`src/rtl/bin_to_bcd_seq_if.sv`:
```
// rtl/bin_to_bcd_seq_if.sv - operand/result handshake bundle for the serial binary-to-BCD converter
interface bin_to_bcd_seq_if #(
  parameter int BITS   = 16,
  parameter int DIGITS = 6
) ();
  logic                  in_valid;
  logic                  in_ready;
  logic [BITS-1:0]       bin_in;
  logic                  in_sign;
  logic                  over;
  logic                  com;
  logic                  out_valid;
  logic                  out_ready;
  logic [4*DIGITS-1:0]   bcd;
  logic                  digit_ovf;
  logic                  busy;

  modport master (
    output in_valid, bin_in, in_sign, over, com, out_ready,
    input  in_ready, out_valid, bcd, digit_ovf, busy
  );

  modport slave (
    input  in_valid, bin_in, in_sign, over, com, out_ready,
    output in_ready, out_valid, bcd, digit_ovf, busy
  );
endinterface

```
`src/rtl/bin_to_bcd_seq.sv`:
```
// rtl/bin_to_bcd_seq.sv - serial double-dabble converter, one operand bit per clock
// Define BCD_TWOS_COMP_EN to treat bin_in as two's complement (sign from MSB, in_sign ignored).
module bin_to_bcd_seq #(
  parameter int BITS   = 16,
  parameter int DIGITS = 6
) (
  input  logic             clk,
  input  logic             rst_n,
  bin_to_bcd_seq_if.slave  io
);
  localparam int AW = 4 * (DIGITS - 1);
  localparam int CW = $clog2(BITS + 1);

  typedef enum logic [1:0] {
    S_IDLE,
    S_SHIFT,
    S_DONE
  } state_t;

  state_t                state_q, state_d;
  logic [BITS-1:0]       shreg_q;
  logic [AW-1:0]         acc_q;
  logic [CW-1:0]         cnt_q;
  logic                  neg_q, over_q, com_q, ovf_q;
  logic [4*DIGITS-1:0]   bcd_q;
  logic                  digit_ovf_q;

  logic                  accept, last_shift;
  logic                  neg_in;
  logic [BITS-1:0]       operand;
  logic [AW-1:0]         acc_adj, acc_next;
  logic                  carry, ovf_next;
  logic [3:0]            sign_nib;

  assign accept     = (state_q == S_IDLE) && io.in_valid;
  assign last_shift = (state_q == S_SHIFT) && (cnt_q == CW'(BITS - 1));

`ifdef BCD_TWOS_COMP_EN
  // Negating in BITS width keeps -2^(BITS-1) exact as an unsigned magnitude.
  assign neg_in  = io.bin_in[BITS-1];
  assign operand = neg_in ? ((~io.bin_in) + BITS'(1)) : io.bin_in;
`else
  assign neg_in  = io.in_sign;
  assign operand = io.bin_in;
`endif

  always_comb begin
    acc_adj = acc_q;
    for (int i = 0; i < DIGITS - 1; i++) begin
      if (acc_q[4*i +: 4] >= 4'd5) begin
        acc_adj[4*i +: 4] = acc_q[4*i +: 4] + 4'd3;
      end
    end
    // Anything pushed out of the top digit means the magnitude no longer fits.
    carry    = acc_adj[AW-1];
    acc_next = {acc_adj[AW-2:0], shreg_q[BITS-1]};
    ovf_next = ovf_q | carry;
    if ((com_q && over_q) || ovf_next) begin
      sign_nib = 4'hB;
    end else if (neg_q) begin
      sign_nib = 4'hA;
    end else begin
      sign_nib = 4'hC;
    end
  end

  always_comb begin
    state_d = state_q;
    case (state_q)
      S_IDLE:  if (accept)       state_d = S_SHIFT;
      S_SHIFT: if (last_shift)   state_d = S_DONE;
      S_DONE:  if (io.out_ready) state_d = S_IDLE;
      default:                   state_d = S_IDLE;
    endcase
  end

  always_ff @(posedge clk) begin
    if (!rst_n) begin
      state_q <= S_IDLE;
    end else begin
      state_q <= state_d;
    end
  end

  always_ff @(posedge clk) begin
    if (!rst_n) begin
      shreg_q     <= '0;
      acc_q       <= '0;
      cnt_q       <= '0;
      neg_q       <= 1'b0;
      over_q      <= 1'b0;
      com_q       <= 1'b0;
      ovf_q       <= 1'b0;
      bcd_q       <= '0;
      digit_ovf_q <= 1'b0;
    end else if (accept) begin
      shreg_q <= operand;
      acc_q   <= '0;
      cnt_q   <= '0;
      neg_q   <= neg_in;
      over_q  <= io.over;
      com_q   <= io.com;
      ovf_q   <= 1'b0;
    end else if (state_q == S_SHIFT) begin
      shreg_q <= shreg_q << 1;
      acc_q   <= acc_next;
      cnt_q   <= cnt_q + CW'(1);
      ovf_q   <= ovf_next;
      // Result is captured on the final shift so it is already stable when DONE is entered.
      if (last_shift) begin
        bcd_q       <= {sign_nib, acc_next};
        digit_ovf_q <= ovf_next;
      end
    end
  end

  assign io.in_ready  = (state_q == S_IDLE);
  assign io.out_valid = (state_q == S_DONE);
  assign io.busy      = (state_q != S_IDLE);
  assign io.bcd       = bcd_q;
  assign io.digit_ovf = digit_ovf_q;
endmodule

```
`src/flat_wrapper.sv`:
```
// flat-port wrapper written by rule: the top's interface ports become plain ports
module bin_to_bcd_seq_flat 
#(
  parameter int BITS   = 16,
  parameter int DIGITS = 6
)
  (clk, rst_n, io_in_valid, io_bin_in, io_in_sign, io_over, io_com, io_out_ready, io_in_ready, io_out_valid, io_bcd, io_digit_ovf, io_busy);
  bin_to_bcd_seq_if #(.BITS(BITS), .DIGITS(DIGITS)) io_i ();
  input  logic clk;
  input  logic rst_n;
  input wire logic [$bits(io_i.in_valid)-1:0] io_in_valid;
  input wire logic [$bits(io_i.bin_in)-1:0] io_bin_in;
  input wire logic [$bits(io_i.in_sign)-1:0] io_in_sign;
  input wire logic [$bits(io_i.over)-1:0] io_over;
  input wire logic [$bits(io_i.com)-1:0] io_com;
  input wire logic [$bits(io_i.out_ready)-1:0] io_out_ready;
  output wire logic [$bits(io_i.in_ready)-1:0] io_in_ready;
  output wire logic [$bits(io_i.out_valid)-1:0] io_out_valid;
  output wire logic [$bits(io_i.bcd)-1:0] io_bcd;
  output wire logic [$bits(io_i.digit_ovf)-1:0] io_digit_ovf;
  output wire logic [$bits(io_i.busy)-1:0] io_busy;
  assign io_i.in_valid = io_in_valid;
  assign io_i.bin_in = io_bin_in;
  assign io_i.in_sign = io_in_sign;
  assign io_i.over = io_over;
  assign io_i.com = io_com;
  assign io_i.out_ready = io_out_ready;
  assign io_in_ready = io_i.in_ready;
  assign io_out_valid = io_i.out_valid;
  assign io_bcd = io_i.bcd;
  assign io_digit_ovf = io_i.digit_ovf;
  assign io_busy = io_i.busy;
  bin_to_bcd_seq #(.BITS(BITS), .DIGITS(DIGITS)) u_core (.clk(clk), .rst_n(rst_n), .io(io_i));
endmodule
```
`config.mk`:
```
export PLATFORM = sky130hd
export DESIGN_NAME = bin_to_bcd_seq_flat
export DESIGN_NICKNAME = d
export VERILOG_FILES = /design/src/rtl/bin_to_bcd_seq_if.sv /design/src/rtl/bin_to_bcd_seq.sv /design/src/flat_wrapper.sv
export SDC_FILE = /design/constraint.sdc
export NUM_CORES = 1
export LEC_CHECK = 0
export BUFFER_PORTS_ARGS = -buffer_cell sky130_fd_sc_hd__clkbuf_2
export CORE_ASPECT_RATIO = 0.75
export CORE_MARGIN = 1.5
export CORE_UTILIZATION = 45
export DETAILED_ROUTE_END_ITERATION = 8
export PLACE_DENSITY = 0.71
export SYNTH_ARGS = -nofsm -noshare
export SYNTH_HDL_FRONTEND = slang
export SYNTH_SLANG_ARGS = --single-unit
```
`constraint.sdc`:
```
create_clock -name clk -period 1.74 [get_ports clk]
set_input_delay 0.522 -clock clk [delete_from_list [all_inputs] [get_ports clk]]
set_output_delay 0.522 -clock clk [all_outputs]
set_load 0.005 [all_outputs]
```
* Word level (Yosys, flattened, before mapping)
Cells that the tools add are included. Widths: inputs -> output; s select.
Word-level totals: flip-flop bits (word level) 72, input bits 23, output and inout bits 28, logic and storage cells 53
Operators by class: $add $sub $neg 6, magnitude comparators 5, eq/ne operators 6, mux-type cells 13, bitwise logic cells 3, reductions and logical operators 10
Operators with widths (count):
- $mux 16 | 2
- $mux 4 | 6
- $add 4x2->4 const B | 5
- $ge 4x3->1 const B | 5
- $mux 2 | 3
- $pmux 2 s3 | 1
- $reduce_and 3->1 | 2
- $add 5x1->5 const B | 1
- $eq 5x4->1 const B | 1
- $ne 2x1->1 const B | 2
- $reduce_bool 2->1 | 2
- $logic_and 1x1->1 | 3
- $mux 3 | 1
- $eq 2x1->1 const B | 1
- $eq 2x2->1 const B | 1
- $logic_not 2->1 | 1
- $ne 2x2->1 const B | 1
- $not 1->1 | 2
- $reduce_or 2->1 | 1
- $logic_or 1x1->1 | 1
- $or 1x1->1 | 1

* Depth between registers and ports, before layout
Gate-level depths: netlist of the first run.
word-level depth 5, gate-level depth with buffers 8

* Least setup slack after synthesis of the first run
No wires, ideal clock.
kind reg2reg, start register u_core.cnt_q[0], end register u_core.bcd_q[21], in the netlist u_core.io.bcd[21], library setup time 0.137 ns, data arrival time 1.437 ns, slack 0.166 ns, cell stages (with the launch flop) 9, buffers on the path 2, cells stage by stage dfxtp_1 -> ha_1 -> and3_1 -> ha_1 -> and2_1 -> buf_6 -> buf_6 -> o21ai_1 -> a21oi_1
On the way: longest elaborated chain between the ends 3
RTL lines:
- start, declared | line bin_to_bcd_seq.sv:23 | logic [CW-1:0] cnt_q;
- start signal, assigned | line bin_to_bcd_seq.sv:107 | cnt_q <= cnt_q + CW'(1);
- $eq 5x4->1 | line bin_to_bcd_seq.sv:36 | assign last_shift = (state_q == S_SHIFT) && (cnt_q == CW'(BITS - 1));
- $logic_and 1x1->1 | line bin_to_bcd_seq.sv:36
- $reduce_and 3->1 (no line)
- end signal, assigned | line bin_to_bcd_seq.sv:111 | bcd_q <= {sign_nib, acc_next};
- end, declared | line bin_to_bcd_seq.sv:25 | logic [4*DIGITS-1:0] bcd_q;
Every way passes these cells. A chain may end at the register's enable or synchronous reset.

* Worst setup path after layout of the first run
start register u_core.cnt_q[0], end register u_core.bcd_q[3], in the netlist u_core.io.bcd[3]
Same word-level chain as after synthesis.

==> results of run 1 <==
## how the worst max path moves through the flow
stage,to,cells after the start,from,slack (ps)
floorplan,u_core.io.bcd[21]$_SDFFE_PN0P_,8,u_core.cnt_q[0]$_SDFFE_PP0P_,170
global placement,u_core.shreg_q[15]$_SDFFE_PN0P_,5,io_in_valid,150
detailed placement,u_core.shreg_q[7]$_SDFFE_PN0P_,5,io_in_valid,90
CTS,io_out_valid,2,u_core.state_q[1]$_SDFFE_PN0P_,40
global route,u_core.acc_q[18]$_SDFFE_PP0P_,6,u_core.acc_q[16]$_SDFFE_PP0P_,3
finish,u_core.io.bcd[3]$_SDFFE_PN0P_,7,u_core.cnt_q[0]$_SDFFE_PP0P_,60
## cells by family (layout without fill, tap and decap cells)
kind of cell	Yosys count	in the layout	share of synthesized area
xor+xnor	8	8	0.02248
simple gates	105	105	0.1690
mux	5	5	0.01806
compound gates	121	121	0.2180
buf+inv	34	94	0.06182
fa+ha+maj	12	12	0.04817
flops	72	72	0.4625
## through the flow
stage	power (W)	hold slack, ps	cell area (µm²)	setup slack, ps
6_report	0.003120	385.3	3627	56.93
5_1_grt	0.003253	371.8	3627	2.932
4_1_cts	0.003144	378.5	3613	39.75
3_5_place_dp	0.002007	446.8	3441	90.43
3_3_place_gp	0.001999	440.7	3441	145.7
2_1_floorplan	0.001934	436.0	3117	165.6
## cells in the final DEF (no fill, tap or decap), types with 5 or more instances in the layout
cell / n
a211oi_1: 6
a21oi_1: 51
a22oi_1: 15
buf_4: 15
clkbuf_2: 50
clkbuf_8: 9
dfxtp_1: 71
ha_1: 12
inv_1: 13
mux2_2: 5
nand2_1: 41
nand2b_1: 6
nand3_1: 18
nor2_1: 17
nor3b_1: 9
o21ai_0: 24
o21ai_1: 9
o22ai_1: 10
xnor2_1: 6
## Yosys cell counts
library cell	instances
a211oi_1	6
o22ai_1	10
buf_4	5
buf_6	5
nor3b_1	9
nand4_1	1
and2_1	1
a21oi_1	54
nor3b_2	2
o21ai_0	24
a31o_1	1
clkbuf_1	3
nand2_4	1
nor2b_1	1
nor2_1	17
dfxtp_1	72
and3_1	2
nand2_2	3
inv_1	13
or2b_1	1
ha_1	12
buf_1	1
xor2_1	2
mux2_2	5
o21ai_1	9
nand2b_1	6
nor2b_4	1
a2111oi_0	1
a22oi_1	15
buf_2	7
nand3_1	18
xnor2_1	6
nor2_2	1
nand2_1	41
a31oi_1	1
## worst max-delay path: cells and delay by family, from the launching register on
family	cells	cell delay [ps]
adder cells (fa/ha/maj)	2	410
AO/OA/AOI/OAI	2	260
buffers and inverters	1	200
flip-flops	1	340
AND/OR/NAND/NOR	2	370
## cell type report
cell class | instances | area, µm² | area share
multi-input cells | 251 | 1495 | 0.4122
flip-flops and latches | 72 | 1443 | 0.3977
repair buffers | 65 | 362.8 | 0.1000
clock buffers | 9 | 123.9 | 0.03415
well taps | 84 | 105.1 | 0.02898
clock inverters | 7 | 48.80 | 0.01345
inverters | 13 | 48.80 | 0.01345
## timing repair
action	4_1_cts	5_1_grt
setup endpoints to repair	0	7
resized for setup	0	5
setup buffers	0	0
## power breakdown
group	switching (W)	leakage, nW	internal [W]
Clock	0.000630	0.0889	0.000515
Sequential	0.0000297	0.584	0.00169
Combinational	0.000155	0.738	0.000103
## registers in the layout, indices dropped and copies added, names as in the netlist
signal	cells
u_core.ovf_q	1
u_core.acc_q	20
u_core.neg_q	1
u_core.state_q	2
u_core.over_q	1
u_core.io.bcd	24
u_core.com_q	1
u_core.shreg_q	16
u_core.io.digit_ovf	1
u_core.cnt_q	5
## routing by layer
| metal | wire [µm] | part of all wire | vias up | global-route usage |
|---|---|---|---|---|
| li1 | - | - | 1361 | - |
| met1 | 3173 | 0.45 | 1302 | 0.2321 |
| met2 | 3347 | 0.48 | 70 | 0.3019 |
| met3 | 315 | 0.045 | 13 | 0.06128 |
| met4 | 148 | 0.021 | 0 | 0.1049 |
| met5 | 0 | 0 | - | 0 |
==> impl_metrics.csv, run 1 <==
group,metric,value,unit
status,status,"complete, no violations",
cts,clkSlewWorstSetupHoldPaths,80,ps
synth,syn_avg_cell_area,8.730,µm²
worst_hold_path,hold_path_depth,3,
synth,netlist_area,3117,µm²
power_and_ir_drop,ir_worst_vdd,0.0003419,V
setup_path,start_kind,"register",
global_route,grt_antenna_before_repair,0,
route,vias,2746,
cts,clockRootBuffer,"clkbuf_8",
cts,htree_levels,3,
global_route,grt_pass1_wl,11030,µm
setup_path,crit_required,1980,ps
setup_path,path_class,"register to register",
setup_path,reg2reg_from,"u_core.cnt_q[0]$_SDFFE_PP0P_",
global_route,grt_pass1_vias,2482,
setup_path,cp_data_arrival_time,1930,ps
sta,relSlewSlack,0.6090,
route,drt_iter0_drc,141,
floorplanning,io_pins,51,
sta,hold_violations,0,
synth,syn_nets,392,
cts,cts_hold_buffers,0,
worst_hold_path,hp-class,"input port to register",
synth,synth_top_area_cell,"dfxtp_1",
floorplanning,rows,26,
setup_path,rr_endpoint,"u_core.io.bcd[3]$_SDFFE_PN0P_",
place,dp_hpwl,4830,µm
synth,yosysUniqueCellTypes,35,
cells_and_area,final_util,0.5361,
sta,rsz0062_at_grt,"no",
sta,fmax,594.2,MHz
cells_and_area,antenna_cells,0,
setup_path,regToRegSetupSlack,60,ps
setup_path,cpPeakStageDelay,340,ps
synth,synth_top_area_frac,0.4625,
synth,syn_inst,357,
cells_and_area,fin_cells,501,
place,placed_cells,485,
route,wl,6985,µm
power_and_ir_drop,leakage,1.411,nW
global_route,grt_max_degree,26,
place,io_buffers,50,
global_route,grt.overflow.total,0,
sta,finalCritPeriodShare,0.9673,
setup_path,crit_slowest_cell,"dfxtp_1",
cts,cts.sinks,72,
sta,final.setup.tns,0,ps
floorplanning,die_w,99.10,µm
synth,yosysWarningCount,0,
sta,period_needed,1683,ps
route,final_antenna_net_count,0,
worst_hold_path,holdPathEnd,"u_core.neg_q$_SDFFE_PN0P_",
synth,ys_ff_latch,72,
route,routedWlPerCell,13.94,µm
cts,tritoncts,"done",
setup_path,path_cells,"ha_1, and3_1, ha_1, and2_1, buf_4, o21ai_0, a21oi_1",
sta,finClkSkew,10.02,ps
cts,cts_max_path_buffers,2,
sta,final_max_slew_viol_count,0,
route,via_per_inst,5.481,
cts,worstSkewPairLatency,350,ps
floorplanning,start_util,0.4606,
floorplanning,core-area,6766,µm²
setup_path,cp-end-kind,"register",
global_route,track_usage,0.1893,
floorplanning,die-area,7440,µm²
cells_and_area,area_growth,16.38,%
power_and_ir_drop,power_density,860.1,nW/µm²
sta,tightestPinTransition,585.9,ps
setup_path,crit_top_cell,"ha_1",
sta,finalSetupViolations,0,
route,drc,0,
floorplanning,die_h,75.08,µm
job,drv_cap,0,
setup_path,cp_max_fo,14,
cts,cts-buffers-inserted,9,
worst_hold_path,hp-start,"io_in_sign",
cells_and_area,final_nets,447,
synth,ys_seq_area_frac,0.4625,
place,gp_congestion,0.8071,
cells_and_area,fill_cells,650,
setup_path,reg2reg_depth,7,
route,drtPass1Iterations,5,
cells_and_area,drive_gt1_frac,0.2350,
synth,ys_top_cells_by_area,"dfxtp_1 46%, a21oi_1 8.7%, nand2_1 4.9%",
No activity file was read; power rests on OpenSTA's default activity.
==> run 2, diff against run 1 <==
--- a/config.mk
+++ b/config.mk
@@ -11,6 +11,7 @@
 export CORE_UTILIZATION = 45
 export DETAILED_ROUTE_END_ITERATION = 8
 export PLACE_DENSITY = 0.71
+export RECOVER_POWER = 100
 export SYNTH_ARGS = -nofsm -noshare
 export SYNTH_HDL_FRONTEND = slang
 export SYNTH_SLANG_ARGS = --single-unit
==> impl_metrics.csv, run 2 (synthesis gave the netlist of run 1 again) <==
group,metric,value,unit
status,status,"complete, no violations",
global_route,grt_pass1_wl,11030,µm
route,vias,2719,
setup_path,path_class,"register to register",
global_route,grt_pass1_vias,2482,
floorplanning,die_w,99.10,µm
cells_and_area,largest_register_ffs,24,
cts,cts_max_path_buffers,2,
global_route,grt_antenna_before_repair,0,
setup_path,start_kind,"register",
sta,period_needed,1678,ps
cts,clkSlewWorstSetupHoldPaths,80,ps
cts,cts-buffers-inserted,9,
cells_and_area,final_util,0.5324,
place,io_buffers,50,
setup_path,rr_endpoint,"u_core.io.bcd[3]$_SDFFE_PN0P_",
worst_hold_path,holdPathEnd,"u_core.neg_q$_SDFFE_PN0P_",
worst_hold_path,hold_path_depth,3,
floorplanning,die_h,75.08,µm
route,via_per_inst,5.427,
sta,finalSetupViolations,0,
cts,clockRootBuffer,"clkbuf_8",
route,drt_iter0_drc,130,
cts,tritoncts,"done",
sta,finalCritPeriodShare,0.9644,
job,drv_cap,0,
floorplanning,start_util,0.4606,
worst_hold_path,hp-start,"io_in_sign",
cts,cts.sinks,72,
floorplanning,io_pins,51,
global_route,grt.overflow.total,0,
cts,cts_setup_buffers,0,
global_route,track_usage,0.1893,
power_and_ir_drop,ir_worst_vdd,0.0003441,V
sta,finClkSkew,10.28,ps
route,wl,7031,µm
floorplanning,die-area,7440,µm²
cells_and_area,final_common_cell,"dfxtp_1",
route,routedWlPerCell,14.03,µm
sta,final.setup.tns,0,ps
route,drtPass1Iterations,4,
power_and_ir_drop,power_density,864.9,nW/µm²
setup_path,cp_max_fo,14,
sta,fmax,596.0,MHz
setup_path,cp_data_arrival_time,1920,ps
worst_hold_path,hp-class,"input port to register",
place,dp_hpwl,4830,µm
sta,hold_violations,0,
floorplanning,core-area,6766,µm²
cells_and_area,final_nets,447,
power_and_ir_drop,leakage,1.364,nW
cts,worstSkewPairLatency,350,ps
place,gp_congestion,0.8071,
cells_and_area,final_cell_mix,"71 x dfxtp_1, 51 x a21oi_1, 41 x nand2_1, 40 x clkbuf_2, 29 x o21ai_0",
sta,final_max_slew_viol_count,0,
cells_and_area,area_growth,15.58,%
route,drc,0,
setup_path,crit_required,1980,ps
cells_and_area,antenna_cells,0,
sta,tightestPinTransition,597.8,ps
cells_and_area,drive_gt1_frac,0.1990,
cells_and_area,fill_cells,659,
setup_path,reg2reg_depth,7,
route,final_antenna_net_count,0,
global_route,grt_max_degree,26,
cts,htree_levels,3,
floorplanning,rows,26,
power_and_ir_drop,total_power,0.003116,W
sta,rsz0062_at_grt,"no",
setup_path,regToRegSetupSlack,60,ps
sta,relSlewSlack,0.6011,
setup_path,cp-end-kind,"register",
setup_path,reg2reg_from,"u_core.cnt_q[0]$_SDFFE_PP0P_",
## run 2: cell types whose count changed in the layout (fill, tap and decap cells not counted), sizes merged
cell,before,now
clkbuf,59,60
buf,15,14
## run 2: per-layer routing
layer	global-route usage	vias to the layer above	share of wire
li1	-	1359	-
met1	0.2321	1278	0.46
met2	0.3019	68	0.48
met3	0.06128	14	0.042
met4	0.1049	0	0.022
met5	0	-	0
## run 2: cell type report
type                    instances  area, µm²  area share
repair buffers                 65      342.8     0.09517
flip-flops and latches         72       1443      0.4005
clock buffers                   9      123.9     0.03439
well taps                      84      105.1     0.02918
multi-input cells             251       1490      0.4137
inverters                      13      48.80     0.01355
clock inverters                 7      48.80     0.01355
## run 2: worst max-delay path by stage
stage                                         from                               to  slack [ps]
floorplan             u_core.cnt_q[0]$_SDFFE_PP0P_   u_core.io.bcd[21]$_SDFFE_PN0P_         170
global route          u_core.acc_q[8]$_SDFFE_PP0P_   u_core.io.bcd[10]$_SDFFE_PN0P_           3
global placement                       io_in_valid  u_core.shreg_q[15]$_SDFFE_PN0P_         150
CTS                 u_core.state_q[1]$_SDFFE_PN0P_                     io_out_valid          40
finish                u_core.cnt_q[0]$_SDFFE_PP0P_    u_core.io.bcd[3]$_SDFFE_PN0P_          60
detailed placement                     io_in_valid   u_core.shreg_q[7]$_SDFFE_PN0P_          90
## run 2: timing repair
item	4_1_cts	5_1_grt
endpoints found under the setup margin	0	7
hold buffers	0	0
gates resized for setup	0	5
## run 2: power breakdown
part / internal, W / switching, W
combinational: 0.0000993 / 0.000155
clock: 0.000515 / 0.000629
sequential: 0.00169 / 0.0000294
total: 0.00230 / 0.000814
## run 2: stage by stage
step | std cells | hold WS, ps | setup slack [ps] | instance area, µm²
global placement | 485 | 440.7 | 145.7 | 3441
global route | 501 | 371.8 | 3.029 | 3602
finish | 501 | 388.3 | 62.03 | 3602
CTS | 501 | 378.5 | 39.75 | 3613
floorplan | 357 | 436.0 | 165.6 | 3117
detailed placement | 485 | 446.8 | 90.43 | 3441
## run 2: critical path, cell delays in order, from the launching register on
cell and delay, ps:
dfxtp_1 340, ha_1 220, and3_1 190, ha_1 190, and2_1 180, buf_4 200, o21ai_0 200, a21oi_1 60
==> run 3, diff against run 2 <==
--- a/config.mk
+++ b/config.mk
@@ -8,9 +8,9 @@
 export BUFFER_PORTS_ARGS = -buffer_cell sky130_fd_sc_hd__clkbuf_2
 export CORE_ASPECT_RATIO = 0.75
 export CORE_MARGIN = 1.5
-export CORE_UTILIZATION = 45
+export CORE_UTILIZATION = 56
 export DETAILED_ROUTE_END_ITERATION = 8
-export PLACE_DENSITY = 0.71
+export PLACE_DENSITY = 0.84
 export RECOVER_POWER = 100
 export SYNTH_ARGS = -nofsm -noshare
 export SYNTH_HDL_FRONTEND = slang
==> constraint.sdc (replaced) <==
create_clock -name clk -period 1.74 [get_ports clk]
set_input_delay 0.087 -clock clk [delete_from_list [all_inputs] [get_ports clk]]
set_output_delay 0.087 -clock clk [all_outputs]
set_load 0.005 [all_outputs]
==> impl_metrics.csv, run 3 (synthesis gave the netlist of run 1 again) <==
group,metric,value,unit
global_route,grt_pass1_vias,2412,
sta,relSlewSlack,0.5815,
place,dp_slack,98.82,ps
route,vias,2761,
global_route,grt_max_degree,29,
power_and_ir_drop,p_switching,0.0007757,W
setup_path,cp-end-kind,"register",
cells_and_area,drive_gt1_frac,0.1762,
floorplanning,die_w,89.15,µm
sta,finClkSkew,4.410,ps
route,routedWlPerCell,14.07,µm
cts,cts-buffers-inserted,9,
worst_hold_path,hp-start,"io_out_ready",
power_and_ir_drop,swShare,0.2346,
power_and_ir_drop,seqPwrFrac,0.519,
route,via_per_inst,5.578,
cts,worstSkewPairLatency,340,ps
route,drc,0,
cts,cts_max_path_buffers,2,
global_route,grt.overflow.total,0,
floorplanning,core-area,5353,µm²
power_and_ir_drop,p_int,0.002531,W
sta,tightestPinTransition,627.8,ps
job,drv_cap,0,
sta,finalCritPeriodShare,0.9648,
sta,fin_hold_ws,16.39,ps
global_route,track_usage,0.2419,
power_and_ir_drop,leakage,1.378,nW
place,io_buffers,50,
cells_and_area,final_util,0.6788,
sta,final_max_slew_viol_count,0,
setup_path,cp_data_arrival_time,1940,ps
setup_path,reg2reg_from,"u_core.acc_q[17]$_SDFFE_PP0P_",
worst_hold_path,holdPathEnd,"u_core.state_q[1]$_SDFFE_PN0P_",
global_route,grt_antenna_before_repair,0,
cells_and_area,antenna_cells,0,
setup_path,reg2reg_depth,6,
power_and_ir_drop,ir_worst_vdd,0.0007591,V
setup_path,crit_required,2000,ps
route,drt_iter0_drc,133,
cells_and_area,area_growth,16.58,%
place,dp_hpwl,4508,µm
setup_path,start_kind,"register",
cts,tritoncts,"done",
floorplanning,io_pins,51,
power_and_ir_drop,power_density,910.0,nW/µm²
power_and_ir_drop,clock_power_share,0.402,
sta,hold_violations,0,
cts,cts.sinks,72,
floorplanning,start_util,0.5823,
setup_path,regToRegSetupSlack,60,ps
sta,fmax,595.7,MHz
route,wl,6966,µm
cts,htree_levels,3,
route,final_antenna_net_count,0,
cells_and_area,regArea,1441,µm²
setup_path,path_class,"register to register",
global_route,grt_pass1_wl,10870,µm
cts,cts_setup_buffers,0,
place,gp_congestion,0.9027,
setup_path,rr_endpoint,"u_core.io.bcd[18]$_SDFFE_PN0P_",
floorplanning,die-area,6027,µm²
route,drtPass1Iterations,5,
sta,setup_ws,61.33,ps
worst_hold_path,hold_path_depth,3,
worst_hold_path,hp-class,"input port to register",
cts,clkSlewWorstSetupHoldPaths,70,ps
power_and_ir_drop,comb_power_share,0.079,
cells_and_area,final_common_cell,"dfxtp_1",
sta,period_needed,1679,ps
cells_and_area,final_nets,450,
sta,finalSetupViolations,0,
floorplanning,rows,23,
cts,clockRootBuffer,"clkbuf_8",
floorplanning,die_h,67.61,µm
status,status,"complete, no violations",
cells_and_area,final_cell_mix,"72 x dfxtp_1, 52 x a21oi_1, 42 x nand2_1, 39 x clkbuf_2, 24 x o21ai_0",
cells_and_area,multi_input_area,1480,µm²
cells_and_area,fill_cells,418,
setup_path,cp_max_fo,3,
cells_and_area,largest_register_ffs,24,
sta,rsz0062_at_grt,"yes",
-- run 3: changes by cell type in the layout (fill, tap and decap cells not counted), sizes merged --
cell / delta
buf: -4
clkinv: -4
dlygate4sd3: +4
clkinvlp: -1
bufinv: +1
clkbuf: +7
-- run 3: cell type report --
| cell class | instances | area share |
|---|---|---|
| Tap cell | 75 | 0.02583 |
| Clock inverter | 3 | 0.01102 |
| Multi-Input combinational cell | 251 | 0.4074 |
| Inverter | 13 | 0.01343 |
| Sequential cell | 72 | 0.3967 |
| Clock buffer | 13 | 0.04373 |
| Timing Repair Buffer | 68 | 0.1019 |
-- run 3: critical path: stages (launching register included) --
cell	delay, ps
dfxtp_1	370
inv_1	90
ha_1	180
nand2b_1	150
a21oi_1	250
mux2_2	390
o21ai_0	180
-- run 3: worst max-delay path by stage --
stage / start / endpoint / slack, ps
after floorplan: u_core.cnt_q[0]$_SDFFE_PP0P_ / u_core.io.bcd[21]$_SDFFE_PN0P_ / 170
after global placement: u_core.cnt_q[0]$_SDFFE_PP0P_ / u_core.io.bcd[3]$_SDFFE_PN0P_ / 140
after detailed placement: u_core.cnt_q[0]$_SDFFE_PP0P_ / u_core.io.bcd[11]$_SDFFE_PN0P_ / 100
after CTS: u_core.cnt_q[0]$_SDFFE_PP0P_ / u_core.io.bcd[7]$_SDFFE_PN0P_ / 70
after global routing: u_core.acc_q[16]$_SDFFE_PP0P_ / u_core.io.bcd[22]$_SDFFE_PN0P_ / -10
final: u_core.acc_q[17]$_SDFFE_PP0P_ / u_core.io.bcd[18]$_SDFFE_PN0P_ / 60
-- run 3: repair_timing --
item / CTS / global route
setup endpoints to repair: 0 / 15
resized for setup: 0 / 3
hold endpoints to repair: 4 / 0
hold buffers: 4 / 0
-- run 3: power by group through the flow --
stage / combinational (W) / sequential, W / clock (W)
3_3_place_gp: 0.000246 / 0.00175 / 0
5_1_grt: 0.000292 / 0.00172 / 0.00142
4_1_cts: 0.000266 / 0.00172 / 0.00135
6_report: 0.000263 / 0.00172 / 0.00133
3_5_place_dp: 0.000254 / 0.00175 / 0
2_1_floorplan: 0.000188 / 0.00175 / 0
-- run 3: routing by layer --
layer | share of wire | global-route usage | routed length, µm
met1 | 0.45 | 0.2938 | 3105
met4 | 0.016 | 0.1038 | 113
met5 | 0 | 0 | 0
met2 | 0.48 | 0.3769 | 3356
met3 | 0.056 | 0.1027 | 390
-- run 3: through the flow --
step	area [µm²]	total power [W]	cells	TNS, ps
2_1_floorplan	3117	0.001934	357	0
3_3_place_gp	3422	0.001997	475	0
3_5_place_dp	3422	0.002006	475	0
4_1_cts	3661	0.003330	495	0
5_1_grt	3633	0.003432	495	-26.24
6_report	3633	0.003306	495	0
